[config.mk]
export PLATFORM = sky130hd
export DESIGN_NAME = vga_timing
export DESIGN_NICKNAME = d
export VERILOG_FILES = /design/src/rtl/vga_timing.sv
export SDC_FILE = /design/constraint.sdc
export NUM_CORES = 1
export LEC_CHECK = 0
export ABC_AREA = 1
export BUFFER_PORTS_ARGS = -buffer_cell sky130_fd_sc_hd__buf_4
export CAP_MARGIN = 5
export CORE_AREA = 2 2 59 72
export DETAILED_ROUTE_END_ITERATION = 8
export DIE_AREA = 0 0 61 74
export PLACE_DENSITY = 0.84
export SETUP_SLACK_MARGIN = 0.4
export SYNTH_ARGS = -nofsm -noshare
export SYNTH_HDL_FRONTEND = slang
export SYNTH_SLANG_ARGS = --single-unit
export TNS_END_PERCENT = 100
[constraint.sdc]
create_clock -name clk -period 3.8 [get_ports clk]
set_input_delay 0.76 -clock clk [delete_from_list [all_inputs] [get_ports clk]]
set_output_delay 0.76 -clock clk [all_outputs]
set_load 0.03 [all_outputs]
[src/rtl/vga_timing.sv]
// Raster timing generator and VGA output stage.
// Pixel-tick divider, h/v counters, sync decode, aligned pin registers.
module vga_timing #(
  parameter int DEPTH  = 4,
  parameter int HWIDTH = 12,
  parameter int VWIDTH = 12,
  parameter int CLKDIV = 4,
  parameter int PIPE   = 1,
  parameter int H_VIS  = 640,
  parameter int H_FP   = 16,
  parameter int H_SYNC = 96,
  parameter int H_BP   = 48,
  parameter int V_VIS  = 480,
  parameter int V_FP   = 10,
  parameter int V_SYNC = 2,
  parameter int V_BP   = 33
) (
  input  logic              clk,
  input  logic              rst_n,
  input  logic [DEPTH-1:0]  R_in,
  input  logic [DEPTH-1:0]  G_in,
  input  logic [DEPTH-1:0]  B_in,
  output logic [HWIDTH-1:0] hdata,
  output logic [VWIDTH-1:0] vdata,
  output logic              pix_tick,
  output logic              active,
  output logic              frame_start,
  output logic [DEPTH-1:0]  vga_r,
  output logic [DEPTH-1:0]  vga_g,
  output logic [DEPTH-1:0]  vga_b,
  output logic              vga_hs,
  output logic              vga_vs
);

  localparam int H_TOT = H_VIS + H_FP + H_SYNC + H_BP;
  localparam int V_TOT = V_VIS + V_FP + V_SYNC + V_BP;
  localparam int HS0   = H_VIS + H_FP;
  localparam int HS1   = H_VIS + H_FP + H_SYNC;
  localparam int VS0   = V_VIS + V_FP;
  localparam int VS1   = V_VIS + V_FP + V_SYNC;
  localparam int DW    = $clog2(CLKDIV);

  generate
    if (H_TOT >= 2**HWIDTH) begin : g_hchk
      $error("vga_timing: H_TOT does not fit in HWIDTH");
    end
    if (V_TOT >= 2**VWIDTH) begin : g_vchk
      $error("vga_timing: V_TOT does not fit in VWIDTH");
    end
    if (CLKDIV < 2) begin : g_dchk
      $error("vga_timing: CLKDIV must be >= 2");
    end
    if (PIPE < 1) begin : g_pchk
      $error("vga_timing: PIPE must be >= 1");
    end
  endgenerate

  logic [DW-1:0] div;
  logic          h_end;
  logic          v_end;
  logic          hs_on;
  logic          vs_on;
  logic [2:0]    raw;
  logic [2:0]    tap;

  assign h_end = (hdata == HWIDTH'(H_TOT - 1));
  assign v_end = (vdata == VWIDTH'(V_TOT - 1));

  // Divider; pix_tick is registered one clk ahead so it is high while div is at its top.
  always_ff @(posedge clk) begin
    if (!rst_n) begin
      div      <= '0;
      pix_tick <= 1'b0;
    end else begin
      div      <= (div == DW'(CLKDIV - 1)) ? '0 : div + 1'b1;
      pix_tick <= (div == DW'(CLKDIV - 2));
    end
  end

  // Raster counters and frame-start pulse, advancing on tick edges.
  always_ff @(posedge clk) begin
    if (!rst_n) begin
      hdata       <= '0;
      vdata       <= '0;
      frame_start <= 1'b0;
    end else begin
      frame_start <= pix_tick & h_end & v_end;
      if (pix_tick) begin
        hdata <= h_end ? '0 : hdata + 1'b1;
        if (h_end)
          vdata <= v_end ? '0 : vdata + 1'b1;
      end
    end
  end

  // Visible-region and sync decode; syncs kept active-high internally.
  always_comb begin
    active = (hdata < HWIDTH'(H_VIS)) && (vdata < VWIDTH'(V_VIS));
    hs_on  = (hdata >= HWIDTH'(HS0)) && (hdata < HWIDTH'(HS1));
    vs_on  = (vdata >= VWIDTH'(VS0)) && (vdata < VWIDTH'(VS1));
    raw    = {active, hs_on, vs_on};
  end

  generate
    if (PIPE == 1) begin : g_nodly
      assign tap = raw;
    end else begin : g_dly
      logic [2:0] sr [PIPE-1];
      // Tick-enabled delay of {act,hs,vs}; zero reset means blank, no sync.
      always_ff @(posedge clk) begin
        if (!rst_n) begin
          for (int i = 0; i < PIPE - 1; i++)
            sr[i] <= 3'b000;
        end else if (pix_tick) begin
          sr[0] <= raw;
          for (int i = 1; i < PIPE - 1; i++)
            sr[i] <= sr[i-1];
        end
      end
      assign tap = sr[PIPE-2];
    end
  endgenerate

  // Pin registers: colour gated by blanking, syncs converted to active-low.
  always_ff @(posedge clk) begin
    if (!rst_n) begin
      vga_r  <= '0;
      vga_g  <= '0;
      vga_b  <= '0;
      vga_hs <= 1'b1;
      vga_vs <= 1'b1;
    end else if (pix_tick) begin
      vga_r  <= tap[2] ? R_in : '0;
      vga_g  <= tap[2] ? G_in : '0;
      vga_b  <= tap[2] ? B_in : '0;
      vga_hs <= ~tap[1];
      vga_vs <= ~tap[0];
    end
  end

endmodule

# --- After elaboration in Yosys (flattened, before gate mapping) ---
# Cells that the tools add are included.
classes:
  add_sub_neg: 3
  order_cmp: 6
  eq_ne: 4
  n_mux: 5
  bitwise_logic: 5
  reduce_logical: 5
ops:
  columns: ["op", "count"]
  rows:
  - ["$add A12 B1 Y12 const B", 2]
  - ["$eq A12 B10 Y1 const B", 2]
  - ["$lt A12 B10 Y1 const B", 2]
  - ["$lt A12 B9 Y1 const B", 2]
  - ["$mux W12", 2]
  - ["$ge A12 B10 Y1 const B", 1]
  - ["$ge A12 B9 Y1 const B", 1]
  - ["$mux W4", 3]
  - ["$eq A2 B2 Y1 const B", 2]
  - ["$logic_and A1 B1 Y1", 3]
  - ["$not A1 Y1", 3]
  - ["$add A2 B1 Y2 const B", 1]
  - ["$and A1 B1 Y1", 2]
  - ["$reduce_and A2 Y1", 1]
  - ["$reduce_or A2 Y1", 1]
totals:
  regBits: 42
  output_inout_bits: 41
  word_cells: 38

# --- Depth between registers and ports, before layout ---
# Gate-level depths: netlist of the first run.
logic_depth:
  depth_word: 3
  mapped_depth: 10
  depth_no_buf: 9

# --- Worst setup path before layout of the first run ---
# OpenSTA, ideal clock, no wires.
synth_path:
  kind: "reg2out"
  from: "reg vdata[5]"
  to: "out active"
  arrival_ps: 1181
  t_required_ps: 3040
  slack_ps: 1859
  path_stages_with_launch: 5
  path_cell_list: "dfxtp_1 nand2_1 nor2_1 nor3_2 buf_6"
synth_via:
  elab_chain_cells: 2
synth_rtl:
  columns: ["element", "line", "rtl"]
  rows:
  - ["start: declaration", "24", "output logic [VWIDTH-1:0] vdata,"]
  - ["start signal: assignment", "91", "vdata <= v_end ? '0 : vdata + 1'b1;"]
  - ["$lt A12 B9 Y1", "98", "active = (hdata < HWIDTH'(H_VIS)) && (vdata < VWIDTH'(V_VIS));"]
  - ["$logic_and A1 B1 Y1", "98", null]
  - ["end: declaration", "26", "output logic active,"]
# Every way passes these cells.

# --- Worst setup path in the final report of the first run ---
# Same ends and word-level chain as after synthesis.

==> metrics.yaml, run 1 <==
status:
  status: "finished clean"
detailed_routing:
  wl_per_cell_um: 11.9
  drc: 0
  antenna_left: 0
  drt_first_iter_violations: 115
  wl_um: 4770
  viasPerCell: 5.12
  drtPass1Iterations: 4
  vias: 2055
grt:
  grt_usage_pct: 22.9
  grt_pass1_vias: 1823
  grt_pass1_wl_um: 7850
  grt.overflow.total: 0
  grt_antenna_before_repair: 0
  grt_max_degree: 32
hold_path:
  worstHoldStart: "div[0]$_SDFF_PP0_"
  whs_path_depth: 1
  worstHoldEndpoint: "div[0]$_SDFF_PP0_"
  min_path_type: "reg -> reg"
floorplan:
  die_x_um: 61
  die_area_um2: 4510
  initial_core_util_pct: 53.0
  ios: 55
  rows: 25
  core_area_um2: 3850
  die-height_um: 74
sta:
  layout_worst_path_cycle_share_pct: 61.3
  tightest_slew_ns: 0.492
  hold_violations: 0
  max_freq_mhz: 429
  rsz0062_at_grt: "false"
  min_period_ns: 2.33
  fin_setup_tns_ns: 0
  fin_skew_ns: 0.00690
  setup_violations: 0
  slew_headroom_pct: 67.2
  slew_viol_final: 0
clock_tree:
  tritoncts: "yes"
  clk_path_buf_depth: 2
  numClockSinks: 42
  clk_latency_ns: 0.30
  htreeDepth: 2
  cts.clk_slew.worst_paths_ns: 0.08
  post_cts_resized: 0
  cts_buffers: 5
  postCtsSetupRepairBufs: 0
  clockRootBuffer: "clkbuf_8"
  cts_hold_buf: 0
cells_and_area:
  diodes: 0
  fin_nets: 367
  areaGrowthSynthToFinish_pct: 27.3
  finalInstanceArea_um2: 2600
  final_cells: 401
  drive_above_1_share_pct: 23.1
  most-common-layout-cells: "nand2_1, buf_4, dfxtp_1, nor2_1, inv_1"
  post-route-util_pct: 67.5
  final_common_cell: "nand2_1"
worst_setup_path:
  startpoint_type: "register"
  critical_path_class: "reg -> out"
  ff2ff_setup_slack_ns: 2.13
  worst_r2r_path_depth: 8
  r2r-end: "hdata[11]$_SDFFE_PN0P_"
  cp-end-kind: "primary output"
  cp_data_required_time_ns: 3.04
  r2r-start: "hdata[0]$_SDFFE_PN0P_"
  critPathArrivalTime_ns: 1.57
  worst-path-max-fanout: 13
logic_synthesis:
  syn_area_per_cell_um2: 7.01
  syn_nets: 311
  yosysWarningCount: 0
  ys_seq_elements: 42
  seq_area_frac_synth_pct: 41.2
  syn_inst: 291
  yosysUniqueCellTypes: 26
  syn_area_um2: 2040
place:
  place.gp.congestion: 0.927
  portBuffers: 54
  dp_hpwl_um: 3510
  dpl.cell_count: 394
  dpl_cell_area_um2: 2490
flow_run:
  cap_violations: 0
pwr:
  peakVddDrop_mv: 0.309
  total_power_w: 0.000913
  powerDensity_nw_per_um2: 351
  p_leak_nw: 1.14
==> Yosys cell counts <==
| library cell | number | area, µm² |
|---|---|---|
| nand2_1 | 68 | 255 |
| inv_1 | 27 | 101 |
| o21ai_1 | 3 | 15.0 |
| nor4_1 | 1 | 6.26 |
| xor2_1 | 4 | 35.0 |
| nand2_2 | 3 | 18.8 |
| o21ai_2 | 1 | 8.76 |
| inv_2 | 4 | 15.0 |
| buf_2 | 1 | 5.00 |
| nor2_4 | 2 | 22.5 |
| and2_1 | 1 | 6.26 |
| buf_6 | 2 | 22.5 |
| dfxtp_1 | 42 | 841 |
| clkbuf_1 | 4 | 15.0 |
| a21oi_1 | 24 | 120 |
| nand4_1 | 7 | 43.8 |
| nand3b_1 | 1 | 7.51 |
| ha_1 | 6 | 75.1 |
| nor3_1 | 14 | 70.1 |
| nor3_2 | 2 | 20.0 |
| o21ai_0 | 16 | 80.1 |
| nand3_1 | 13 | 65.1 |
| nor2_1 | 37 | 139 |
| o22ai_1 | 1 | 6.26 |
| nor3b_1 | 2 | 15.0 |
| nor2_2 | 5 | 31.3 |
==> cell type report <==
class,instances,area (µm²)
Inverter,31,116
Sequential cell,42,841
Clock inverter,1,30.0
Tap cell,54,67.6
Multi-Input combinational cell,211,1040
Timing Repair Buffer,56,420
Clock buffer,6,82.6
Fill cell,349,1250
==> kinds of logic after synthesis <==
group / after synthesis / synth area share (%)
AOI/OAI and AO/OA: 45 / 11.3
xor gates and xnor gates: 4 / 1.72
adders and majority gates: 6 / 3.68
buffers and inverters: 38 / 7.79
DFF: 42 / 41.2
and+or+nand+nor: 156 / 34.3
==> flip-flops by register name, summed over array words and instances (netlist names) <==
register / count
frame_start: 1
vga_r: 4
vga_vs: 1
vga_hs: 1
pix_tick: 1
div: 2
vga_g: 4
vga_b: 4
hdata: 12
vdata: 12
==> critical path, cell delays in order (launching register included) <==
cell and delay, ns:
dfxtp_1 0.43, nand2_1 0.14, nor2_1 0.26, nor3_2 0.08
buf_4 0.19, buf_4 0.18
==> routing by layer <==
metal | routed length, µm | track usage [%] | vias to the layer above
li1 | - | - | 1053
met1 | 2060 | 27.4 | 939
met2 | 2430 | 39.3 | 54
met3 | 194 | 5.22 | 9
met4 | 89 | 8.70 | 0
met5 | 0 | 0 | -
==> report_power, final <==
part | internal, W | switching (W)
logic | 0.0000347 | 0.0000550
registers | 0.000455 | 0.00000877
clock network | 0.000210 | 0.000150
==> stage by stage <==
step,setup WS [ns],hold WS [ns]
CTS,1.48,0.467
global placement,1.85,0.443
detailed placement,1.82,0.456
finish,1.47,0.462
floorplan,1.86,0.427
global route,1.38,0.492
==> worst max-delay path by stage <==
stage / to / start / slack (ns)
2_1_floorplan: active / vdata[5]$_SDFFE_PN0P_ / 1.86
3_3_place_gp: active / vdata[5]$_SDFFE_PN0P_ / 1.85
3_5_place_dp: active / vdata[7]$_SDFFE_PN0P_ / 1.82
4_1_cts: active / vdata[5]$_SDFFE_PN0P_ / 1.48
5_1_grt: active / vdata[5]$_SDFFE_PN0P_ / 1.38
6_report: active / vdata[5]$_SDFFE_PN0P_ / 1.47
(Power assumes the default switching activity.)
==> inputs of run 2 (changes only) <==
--- a/config.mk
+++ b/config.mk
@@ -8,10 +8,10 @@
 export ABC_AREA = 1
 export BUFFER_PORTS_ARGS = -buffer_cell sky130_fd_sc_hd__buf_4
 export CAP_MARGIN = 5
-export CORE_AREA = 2 2 59 72
+export CORE_AREA = 2 2 64 78
 export DETAILED_ROUTE_END_ITERATION = 8
-export DIE_AREA = 0 0 61 74
-export PLACE_DENSITY = 0.84
+export DIE_AREA = 0 0 66 80
+export PLACE_DENSITY = 0.76
 export SETUP_SLACK_MARGIN = 0.4
 export SYNTH_ARGS = -nofsm -noshare
 export SYNTH_HDL_FRONTEND = slang
==> constraint.sdc (replaced) <==
create_clock -name clk -period 1.9 [get_ports clk]
set_input_delay 0.38 -clock clk [delete_from_list [all_inputs] [get_ports clk]]
set_output_delay 0.38 -clock clk [all_outputs]
set_load 0.03 [all_outputs]
==> run 2 against run 1 <==
First-iteration DRC count shrank 31%. Hold slack got worse by 0.13 ns. Sequential cell count stayed put. Clock power is 94% higher. Critical path type unchanged. Clock skew up 0.0030 ns. Count of clock-buffer cells in the layout stayed put.
==> metrics.yaml, run 2 (synthesized netlist as in run 1, its figures left out) <==
sta:
  rsz0062_at_grt: "true"
  setup_violations: 0
  fin_skew_ns: 0.00992
  slew_viol_final: 0
  min_period_ns: 1.61
  slew_headroom_pct: 80.5
  hold_violations: 0
  fin_setup_tns_ns: 0
  max_freq_mhz: 620
  tightest_slew_ns: 0.292
  layout_worst_path_cycle_share_pct: 84.9
detailed_routing:
  vias: 2090
  wl_um: 5350
  drt_first_iter_violations: 79
  drc: 0
  drtPass1Iterations: 4
  antenna_left: 0
  viasPerCell: 4.99
  wl_per_cell_um: 12.8
worst_setup_path:
  cp_data_required_time_ns: 1.52
  cp_cell_sequence: "inv_2 > nand3_4 > nor3_4 > buf_6"
  cp-end-kind: "primary output"
  worst-path-max-fanout: 5
  ff2ff_setup_slack_ns: 0.41
  critical_path_class: "reg -> out"
  r2r-end: "vdata[1]$_SDFFE_PN0P_"
  critPathArrivalTime_ns: 1.23
  slowest_stage: "dfxtp_2"
  r2r-start: "hdata[11]$_SDFFE_PN0P_"
  critPathMaxStageDelay_ns: 0.35
  worst_r2r_path_depth: 9
  startpoint_type: "register"
  crit_end: "active"
  cp-startpoint: "vdata[9]$_SDFFE_PN0P_"
place:
  portBuffers: 54
  place.gp.congestion: 0.940
  dpl_cell_area_um2: 2510
  dp_hpwl_um: 3710
cells_and_area:
  areaGrowthSynthToFinish_pct: 39.3
  fillers: 413
  final_common_cell: "buf_4"
  multiInputGateArea_um2: 1140
  most-common-layout-cells: "buf_4, nand2_1, nor2_1, dfxtp_1, inv_1"
  fin_nets: 380
  finalInstanceArea_um2: 2840
  top_regs: "hdata x12, vdata x12"
  diodes: 0
  regArea_um2: 875
  drive_above_1_share_pct: 35.7
flow_run:
  cap_violations: 0
status:
  status: "finished clean"
clock_tree:
  htreeDepth: 2
  numClockSinks: 42
  clockRootBuffer: "clkbuf_8"
  cts.clk_slew.worst_paths_ns: 0.08
  clk_latency_ns: 0.30
  clk_path_buf_depth: 2
  tritoncts: "yes"
  cts_buffers: 5
floorplan:
  core_area_um2: 4530
  ios: 55
  rows: 27
  die-height_um: 80
  initial_core_util_pct: 45.1
  die_x_um: 66
  die_area_um2: 5280
pwr:
  power_frac_comb_pct: 10.2
  power_frac_seq_pct: 51.1
  p_clk_share_pct: 38.6
  powerDensity_nw_per_um2: 637
  p_int_w: 0.00137
  power.switching_w: 0.000439
  p_leak_nw: 1.27
  switching_share_pct: 24.2
  peakVddDrop_mv: 0.528
grt:
  grt_usage_pct: 20.7
  grt_pass1_wl_um: 8450
  grt_max_degree: 26
  grt_antenna_before_repair: 0
  grt_pass1_vias: 1949
  grt.overflow.total: 0
hold_path:
  min_path_type: "in -> reg"
  whs_path_depth: 3
## run 2: worst min-delay path by stage
stage / startpoint / end / slack, ns
2_1_floorplan: div[0]$_SDFF_PP0_ / div[0]$_SDFF_PP0_ / 0.43
3_3_place_gp: div[0]$_SDFF_PP0_ / div[0]$_SDFF_PP0_ / 0.44
3_5_place_dp: div[0]$_SDFF_PP0_ / div[0]$_SDFF_PP0_ / 0.45
4_1_cts: B_in[3] / vga_b[3]$_SDFFE_PN0P_ / 0.33
5_1_grt: G_in[0] / vga_g[0]$_SDFFE_PN0P_ / 0.34
6_report: B_in[0] / vga_b[0]$_SDFFE_PN0P_ / 0.33
## run 2: layout make-up
type                            instances  share of cell area (%)
Clock buffer                            6                    2.55
Clock inverter                          2                    1.32
Inverter                               31                    4.18
Multi-Input combinational cell        212                    40.3
Sequential cell                        42                    30.8
Tap cell                               58                    2.55
Timing Repair Buffer                   68                    18.4
## run 2: critical path: cells and delay by family, from the launching register on
kind                   cells  cell delay, ns
DFF                        1            0.35
and+or+nand+nor            2            0.34
buffers and inverters      2            0.26
## run 2: what timing repair did
| item | CTS | global route |
|---|---|---|
| setup endpoints to repair | 11 | 18 |
| hold buffers | 0 | 0 |
| buffers inserted | 4 | 7 |
| cloned | 0 | 1 |
| pin swaps | 3 | 10 |
| hold endpoints to repair | 0 | 0 |
| resized for setup | 21 | 26 |
## run 2: routing by layer
layer	vias up	part of all wire (%)	global-route usage, %
met5	-	0	0
met4	0	1.5	7.55
met3	7	5.6	4.94
met2	66	51	36.5
met1	938	42	24.0
li1	1079	-	-
## run 2: stage by stage
| step | hold slack, ns | std cells | worst slack [ns] | util [%] | power [W] |
|---|---|---|---|---|---|
| floorplan | 0.427 | 291 | 0.422 | - | 0.00105 |
| global placement | 0.442 | 399 | 0.401 | 55.4 | 0.00113 |
| detailed placement | 0.447 | 399 | 0.337 | 55.4 | 0.00113 |
| CTS | 0.327 | 411 | 0.245 | 60.1 | 0.00183 |
| global route | 0.341 | 419 | 0.246 | 62.8 | 0.00188 |
| finish | 0.333 | 419 | 0.287 | 62.8 | 0.00181 |
## run 2: power by group through the flow
stage | Clock [W] | Combinational, W | Sequential (W)
floorplan | 0 | 0.0000580 | 0.000995
global placement | 0 | 0.000177 | 0.000949
detailed placement | 0 | 0.000180 | 0.000950
CTS | 0.000716 | 0.000183 | 0.000928
global route | 0.000749 | 0.000203 | 0.000930
finish | 0.000699 | 0.000185 | 0.000925
==> inputs of run 3 (changes only) <==
--- a/config.mk
+++ b/config.mk
@@ -8,10 +8,10 @@
 export ABC_AREA = 1
 export BUFFER_PORTS_ARGS = -buffer_cell sky130_fd_sc_hd__buf_4
 export CAP_MARGIN = 5
-export CORE_AREA = 2 2 64 78
+export CORE_AREA = 2 2 61 74
 export DETAILED_ROUTE_END_ITERATION = 8
-export DIE_AREA = 0 0 66 80
-export PLACE_DENSITY = 0.76
+export DIE_AREA = 0 0 63 76
+export PLACE_DENSITY = 0.8
 export SETUP_SLACK_MARGIN = 0.4
 export SYNTH_ARGS = -nofsm -noshare
 export SYNTH_HDL_FRONTEND = slang
==> constraint.sdc (replaced) <==
create_clock -name clk -period 1.5 [get_ports clk]
set_input_delay 0.3 -clock clk [delete_from_list [all_inputs] [get_ports clk]]
set_output_delay 0.3 -clock clk [all_outputs]
set_load 0.03 [all_outputs]
==> run 3 against run 2 <==
The run now ends with negative setup slack left. Count of clock-buffer cells in the layout unchanged. Register-to-register slack worse by 0.42 ns. Clock power up 47%. Core utilization up 22 points. Critical path depth unchanged. Clock skew up 0.0035 ns. Setup slack worse by 0.33 ns. Largest power group unchanged. First-iteration DRC count up 75%. Final cell count up 3.1%.
==> metrics.yaml, run 3 (synthesized netlist as in run 1, its figures left out) <==
status:
  status: "finished, violations left"
  violations: "negative setup slack"
worst_setup_path:
  cp_data_required_time_ns: 1.20
  ff2ff_setup_slack_ns: -0.01
  startpoint_type: "register"
  cp-end-kind: "primary output"
  worst-path-max-fanout: 4
  critPathArrivalTime_ns: 1.25
  slowest_stage: "dfxtp_4"
  cp_cell_sequence: "inv_2 > nand3_4 > nor3_4 > buf_6"
  critPathMaxStageDelay_ns: 0.37
  critical_path_class: "reg -> out"
  cp_num_buf_inv: 2
  crit_family: "flip-flops"
pwr:
  power.switching_w: 0.000639
  total_power_w: 0.00250
  switching_share_pct: 25.6
  p_clk_share_pct: 41.1
  p_leak_nw: 1.51
  peakVddDrop_mv: 0.768
  powerDensity_nw_per_um2: 717
  p_int_w: 0.00186
  power_frac_comb_pct: 12.8
  power_frac_seq_pct: 46.1
sta:
  max_freq_mhz: 647
  min_period_ns: 1.55
  setup_violations: 4
  hold_ws_ns: 0.230
  slew_headroom_pct: 69.5
  slew_viol_final: 0
  fin_ws_ns: -0.0452
  layout_worst_path_cycle_share_pct: 103
  hold_violations: 0
  tightest_slew_ns: 0.458
  fin_skew_ns: 0.0134
  rsz0062_at_grt: "true"
grt:
  grt_antenna_before_repair: 0
  grt_usage_pct: 27.6
  grt_pass1_vias: 2265
  grt_max_degree: 26
  grt.overflow.total: 0
  grt_pass1_wl_um: 10500
clock_tree:
  clk_path_buf_depth: 2
  clk_latency_ns: 0.31
  numClockSinks: 42
  htreeDepth: 2
  clockRootBuffer: "clkbuf_8"
  cts.clk_slew.worst_paths_ns: 0.09
  cts_buffers: 5
  tritoncts: "yes"
place:
  portBuffers: 54
  dp_hpwl_um: 3820
  place.gp.congestion: 0.898
detailed_routing:
  wl_per_cell_um: 17.4
  drc: 0
  wl_um: 7530
  drtPass1Iterations: 4
  viasPerCell: 5.64
  antenna_left: 0
  vias: 2438
  drt_first_iter_violations: 138
flow_run:
  cap_violations: 0
floorplan:
  core_area_um2: 4130
  die-height_um: 76
  die_x_um: 63
  ios: 55
  rows: 26
  initial_core_util_pct: 49.4
  die_area_um2: 4790
cells_and_area:
  drive_above_1_share_pct: 54.3
  top_regs: "hdata x12, vdata x12"
  fin_nets: 395
  final_common_cell: "nand2_1"
  most-common-layout-cells: "nand2_1, buf_6, buf_4, nor2_1, dfxtp_4"
  areaGrowthSynthToFinish_pct: 70.9
  diodes: 0
hold_path:
  min_path_type: "in -> reg"
run 3: cell types whose count changed in the layout (fill, tap and decap cells not counted), moves of 8 or more:
| cell | delta |
|---|---|
| buf_6 | +50 |
| dfxtp_4 | +19 |
| nand2_1 | -8 |
| dfxtp_1 | -22 |
| buf_4 | -33 |
run 3: worst min-delay path: stages:
cell	delay, ns
buf_4	0.11
nand2_1	0.05
a21oi_1	0.05
run 3: timing repair:
item                                    4_1_cts  5_1_grt
resized for setup                            87       57
endpoints found under the setup margin       70       76
setup buffers                                 9       13
pin swaps                                    11       10
cloned                                        2        0
hold buffers                                  0        0
hold endpoints to repair                      0        0
run 3: layout make-up:
cell class | instances | area (µm²)
Multi-Input combinational cell | 211 | 1390
Tap cell | 56 | 70.1
Clock inverter | 2 | 38.8
Sequential cell | 42 | 950
Timing Repair Buffer | 84 | 822
Fill cell | 209 | 643
Inverter | 31 | 129
Clock buffer | 6 | 93.8
run 3: per-stage QoR:
step / utilization, % / TNS [ns] / worst slack [ns] / area, µm² / instances
floorplan: - / 0 / 0.200 / 2200 / 291
global placement: 64.7 / 0 / 0.142 / 2670 / 400
detailed placement: 64.7 / 0 / 0.0868 / 2670 / 400
CTS: 77.6 / 0 / 0.00466 / 3210 / 419
global route: 84.4 / -0.369 / -0.0733 / 3490 / 432
finish: 84.4 / -0.0578 / -0.0452 / 3490 / 432
run 3: worst paths after layout:
| kind | from | end | cells after the start |
|---|---|---|---|
| worst max-delay path | vdata[11]$_SDFFE_PN0P_ | active | 4 |
| worst min register to register | div[0]$_SDFF_PP0_ | div[0]$_SDFF_PP0_ | 1 |
| worst max register to register | vdata[3]$_SDFFE_PN0P_ | vdata[9]$_SDFFE_PN0P_ | 7 |
| worst min-delay path | G_in[0] | vga_g[0]$_SDFFE_PN0P_ | 3 |
run 3: layer usage:
metal  vias up  routed length, µm  global-route usage [%]
li1       1117                  -                       -
met1      1141               2830                    31.5
met2       141               3750                    47.9
met3        39                545                    5.02
met4         0                405                    15.6
met5         -                  0                       0
run 3: power groups by stage:
stage | Clock (W) | Combinational, W | Sequential [W]
floorplan | 0 | 0.0000755 | 0.00124
global placement | 0 | 0.000231 | 0.00119
detailed placement | 0 | 0.000235 | 0.00119
CTS | 0.00102 | 0.000267 | 0.00115
global route | 0.00108 | 0.000337 | 0.00116
finish | 0.00103 | 0.000320 | 0.00115
